### src/rtl/div_pkg.sv
// Shared definitions for the restoring divider controller.
//   DIV_DATA_W  : default operand / result width
//   div_state_e : controller state encoding (IDLE, CALC, DONE)
package div_pkg;

    localparam int DIV_DATA_W = 32;

    typedef enum logic [1:0] {
        IDLE = 2'd0,
        CALC = 2'd1,
        DONE = 2'd2
    } div_state_e;

endpackage

### src/rtl/restoring_div_ctrl_sign_test.sv
// Negative detect for the trial subtraction of the restoring divider.
//   value  : W-bit two's complement difference
//   is_neg : 1 when value is negative
module sign_test #(
    parameter int W = 33
) (
    input  logic [W-1:0] value,
    output logic         is_neg
);

    // A signed compare against zero reduces to the MSB (bit W-1) of the
    // difference; it is never an unsigned magnitude compare.
    assign is_neg = $signed(value) < $signed({W{1'b0}});

endmodule

### src/rtl/restoring_div_ctrl.sv
// Multi-cycle unsigned restoring divider, one quotient bit per CALC cycle.
//   clk, rst            : clock, synchronous active-high reset
//   start               : request a division (sampled in IDLE only)
//   dividend, divisor   : unsigned operands, captured on accepted start
//   busy                : high in CALC and DONE
//   done                : one-cycle pulse, results valid
//   quotient, remainder : results, held until the next accepted start
//   div_by_zero         : set with done when the captured divisor was 0
import div_pkg::*;

module restoring_div_ctrl #(
    parameter int DATA_W = DIV_DATA_W
) (
    input  logic              clk,
    input  logic              rst,
    input  logic              start,
    input  logic [DATA_W-1:0] dividend,
    input  logic [DATA_W-1:0] divisor,
    output logic              busy,
    output logic              done,
    output logic [DATA_W-1:0] quotient,
    output logic [DATA_W-1:0] remainder,
    output logic              div_by_zero
);

    localparam int CNT_W = $clog2(DATA_W);

    div_state_e state, state_nxt;

    logic [DATA_W:0]   acc;      // partial remainder A, one guard bit
    logic [DATA_W-1:0] q_reg;    // dividend shifting out / quotient shifting in
    logic [DATA_W-1:0] m_reg;    // captured divisor
    logic [CNT_W-1:0]  cnt;

    logic [DATA_W:0]   acc_sh;
    logic [DATA_W:0]   diff;
    logic [DATA_W:0]   acc_new;
    logic [DATA_W-1:0] q_new;
    logic              diff_neg;

    // {A,Q} << 1: the MSB of Q moves into the LSB of A.
    assign acc_sh = (acc << 1) | {{DATA_W{1'b0}}, q_reg[DATA_W-1]};
    assign diff   = acc_sh - {1'b0, m_reg};

    sign_test #(
        .W(DATA_W + 1)
    ) u_sign_test (
        .value  (diff),
        .is_neg (diff_neg)
    );

    // Restore on negative trial result, otherwise keep the difference.
    assign acc_new = diff_neg ? acc_sh : diff;
    assign q_new   = {q_reg[DATA_W-2:0], ~diff_neg};

    assign busy = (state == CALC) || (state == DONE);
    assign done = (state == DONE);

    always_comb begin
        state_nxt = state;
        case (state)
            IDLE: if (start) state_nxt = (divisor == '0) ? DONE : CALC;
            CALC: if (cnt == '0) state_nxt = DONE;
            DONE: state_nxt = IDLE;
            default: state_nxt = IDLE;
        endcase
    end

    always_ff @(posedge clk) begin
        if (rst) begin
            state       <= IDLE;
            acc         <= '0;
            q_reg       <= '0;
            m_reg       <= '0;
            cnt         <= '0;
            quotient    <= '0;
            remainder   <= '0;
            div_by_zero <= 1'b0;
        end else begin
            state <= state_nxt;
            case (state)
                IDLE: begin
                    if (start) begin
                        if (divisor == '0) begin
                            quotient    <= '1;
                            remainder   <= dividend;
                            div_by_zero <= 1'b1;
                        end else begin
                            acc   <= '0;
                            q_reg <= dividend;
                            m_reg <= divisor;
                            cnt   <= CNT_W'(DATA_W - 1);
                        end
                    end
                end
                CALC: begin
                    acc   <= acc_new;
                    q_reg <= q_new;
                    cnt   <= cnt - 1'b1;
                    if (cnt == '0) begin
                        // Results include this cycle's iteration.
                        quotient    <= q_new;
                        remainder   <= acc_new[DATA_W-1:0];
                        div_by_zero <= 1'b0;
                    end
                end
                default: ;
            endcase
        end
    end

endmodule

### config.mk
export PLATFORM = sky130hd
export DESIGN_NAME = restoring_div_ctrl
export DESIGN_NICKNAME = d
export VERILOG_FILES = /design/src/rtl/div_pkg.sv /design/src/rtl/restoring_div_ctrl_sign_test.sv /design/src/rtl/restoring_div_ctrl.sv
export SDC_FILE = /design/constraint.sdc
export NUM_CORES = 1
export LEC_CHECK = 0
export ABC_AREA = 1
export CELL_PAD_IN_SITES_DETAIL_PLACEMENT = 0
export CELL_PAD_IN_SITES_GLOBAL_PLACEMENT = 2
export CORE_MARGIN = 5
export CORE_UTILIZATION = 27
export DETAILED_ROUTE_END_ITERATION = 10
export PLACE_DENSITY_LB_ADDON = 0.1
export SYNTH_ARGS = -nofsm -noshare
export SYNTH_HDL_FRONTEND = slang
export SYNTH_SLANG_ARGS = --single-unit
### constraint.sdc
create_clock -name clk -period 2.3 [get_ports clk]
set_clock_uncertainty 0.15 [all_clocks]
set_input_delay 0.23 -clock clk [delete_from_list [all_inputs] [get_ports clk]]
set_output_delay 0.23 -clock clk [all_outputs]
set_load 0.1 [all_outputs]
==> qor.csv <==
metric;value;unit
failed_checks;setup timing;
hold_path_class;in -> reg;
synth_ff_type;dfxtp_1;
finalHoldWorstSlack;0.300;ns
synth_area;10400;um2
grt_pass1_vias;10600;
layout.area.seq;3370;um2
die_area;42600;um2
status;finished with violations;
finalMaxSlewViolations;0;
cts_root_buf;clkbuf_16;
die_y;206;um
io_buffers;133;
synth_nets;1796;
final-hold-violation-count;0;
initial_core_util;0.271;
rsz0062_at_grt;true;
synth_edf_count;0;
fill_cells;4206;
cts_buffers;17;
drt_iter0_drc;494;
cts_tree;done;
drive_gt1_frac;0.249;
drc;0;
dr.pass1.iters;6;
htreeDepth;4;
diodes;0;
worstSetupPathType;reg -> reg;
grt_max_degree;99;
synth_cell_types;34;
finish.utilization;0.401;
synth.area.mux_share;0;
placed_area;13700;um2
avgSynthCellArea;6.16;um2
fmax;407;MHz
critPathTopFamily;simple AND/OR/NAND/NOR gates;
ys_ff_latch;168;
syn_inst;1691;
clk_pin_slew_worst_paths;0.07;ns
dieWidth;206;um
critPathSlowestCell;dfxtp_1;
multi_input_area;6150;um2
synth_fa_ha_area_frac;0.0464;
clk_latency;0.45;ns
nets;2101;
num_vias;10900;
vias_per_cell;4.33;
timing.final.ws_setup;-0.155;ns
critPathMaxStageDelay;0.35;ns
grt_first_pass_wirelength;60.0;mm
final_cells;2527;
synth-async-reset-ratio;0;
rows;72;
drv_cap;0;
design_area;15400;um2
critPathMaxFanout;8;
post-route-period-util;1.07;
hpwl;29.3;mm
worst_slew_pin_slew;0.595;ns
wirelength;39.2;mm
synth-compound-area-share;0.141;
critPathBufInv;5;
clockBufferDepth;2;
crit_path_frequent_cell;nand3_2;
grt_antenna_before_repair;1;
path_cells;ha_1, nand2_2, buf_4, nor2_4, inv_2, nor2_2, and2_4, nand2_4, buf_6, nand3_4, nand2_8, clkbuf_16, nand3_2, nand3_2, nand2_1, inv_1;
syn2layout_area_growth;47.6;%
final.min_clock_period;2.46;ns
critPathCaptureType;flop;
io_pins;134;
synth_warnings;0;
synthSimpleGateAreaFrac;0.314;
grt-ovfl-total;0;
synth_top_family_by_area;simple AND/OR/NAND/NOR gates;
finalSetupViolations;66;
wire_per_inst;15.5;um
placeableCoreArea;38400;um2
track_usage;0.182;
maxSlewHeadroom;0.603;
gp_congestion;0.837;
ys_seq_area_frac;0.323;
ant_nets;0;
cp.arrival;2.65;ns
clock_sinks;168;
synth_xor_area_frac;0.0143;
required;2.50;ns
start_kind;flop;
dp.cells;2476;
-- synthesized netlist by cell type (2+ instances only) --
master    number  area, um2
dfxtp_1      168       3360
nor2_2         4       25.0
inv_2          2       7.51
nand2_1      401       1510
o21ai_0      130        651
nand3_1      133        666
buf_6          4       45.0
nor4_1         3       18.8
buf_8          2       30.0
a21o_1         2       15.0
buf_2         17       85.1
nand2_4        2       22.5
a21oi_1      154        771
clkbuf_1      42        158
nand3_2       29        290
a31oi_1        3       18.8
nor3_1        10       50.1
and2_1         6       37.5
xnor2_1        2       17.5
ha_1          37        463
inv_1        350       1310
nand4_1        7       43.8
xor2_1        15        131
buf_1          9       33.8
nand2_2        8       50.1
nor2_1       143        537
-- stage by stage --
step | TNS (ns) | worst slack, ns
3_3_place_gp | -73.55 | -0.651
4_1_cts | -12.55 | -0.215
6_report | -6.93 | -0.155
5_1_grt | -17.04 | -0.301
3_5_place_dp | -74.10 | -0.675
2_1_floorplan | -0.0216 | -0.00294
-- worst paths after layout --
path | from | cells after the start | slack [ns] | endpoint
worst min register to register | q_reg[24] | 2 | 0.31 | q_reg[24]
worst max-delay path | acc[17] | 16 | -0.16 | acc[4]
worst max register to register | acc[17] | 16 | -0.16 | acc[4]
worst min-delay path | divisor[5] | 3 | 0.30 | m_reg[5]
-- worst reg2reg max path: cells and delay by family (launching register included) --
kind,cells,cell delay [ns]
DFF,1,0.35
buffers and inverters,5,0.58
and+or+nand+nor,10,0.96
adders and majority gates,1,0.32
-- cell type report --
cell class,instances,area share
Clock buffer,19,0.0295
Clock inverter,13,0.0109
Inverter,352,0.0862
Multi-Input combinational cell,1095,0.400
Sequential cell,168,0.219
Tap cell,518,0.0422
Timing Repair Buffer,362,0.212
-- cell families (layout without fill, tap and decap cells) --
family | after synthesis | count (layout)
AO/OA/AOI/OAI | 291 | 291
XOR/XNOR | 17 | 17
adder cells (fa/ha/maj) | 38 | 38
buffers and inverters | 428 | 746
flip-flops | 168 | 168
AND/OR/NAND/NOR | 749 | 749
-- timing repair --
action,in CTS,in global routing
pin swaps,23,42
hold buffers,1,0
cloned,3,4
setup buffers,8,5
gates resized for setup,71,98
hold endpoints to repair,1,0
setup endpoints to repair,99,166
-- routing by layer --
| metal | global-route usage | share of wire | vias up | wire (um) |
|---|---|---|---|---|
| li1 | - | - | 5842 | - |
| met1 | 0.262 | 0.50 | 4974 | 19600 |
| met2 | 0.288 | 0.46 | 116 | 18200 |
| met3 | 0.0287 | 0.027 | 16 | 1070 |
| met4 | 0.0347 | 0.0087 | 0 | 340 |
| met5 | 0 | 0 | - | 0 |
-- cells in the final DEF (no fill, tap or decap), drive strengths merged, types with 3 or more instances in the layout --
| cell | instances |
|---|---|
| nor3 | 11 |
| a31oi | 3 |
| a21oi | 154 |
| nor2 | 147 |
| buf | 292 |
| inv | 354 |
| xor2 | 15 |
| clkbuf | 23 |
| clkdlybuf4s50 | 65 |
| o21ai | 131 |
| nand4 | 7 |
| bufinv | 3 |
| nor4 | 3 |
| nand2 | 411 |
| clkinv | 6 |
| dfxtp | 168 |
| nand3 | 162 |
| ha | 37 |
| and2 | 6 |
Power is left out: the tool's default activity adds up to more than one toggle a clock period on the data nets, which glitch-free logic cannot reach.
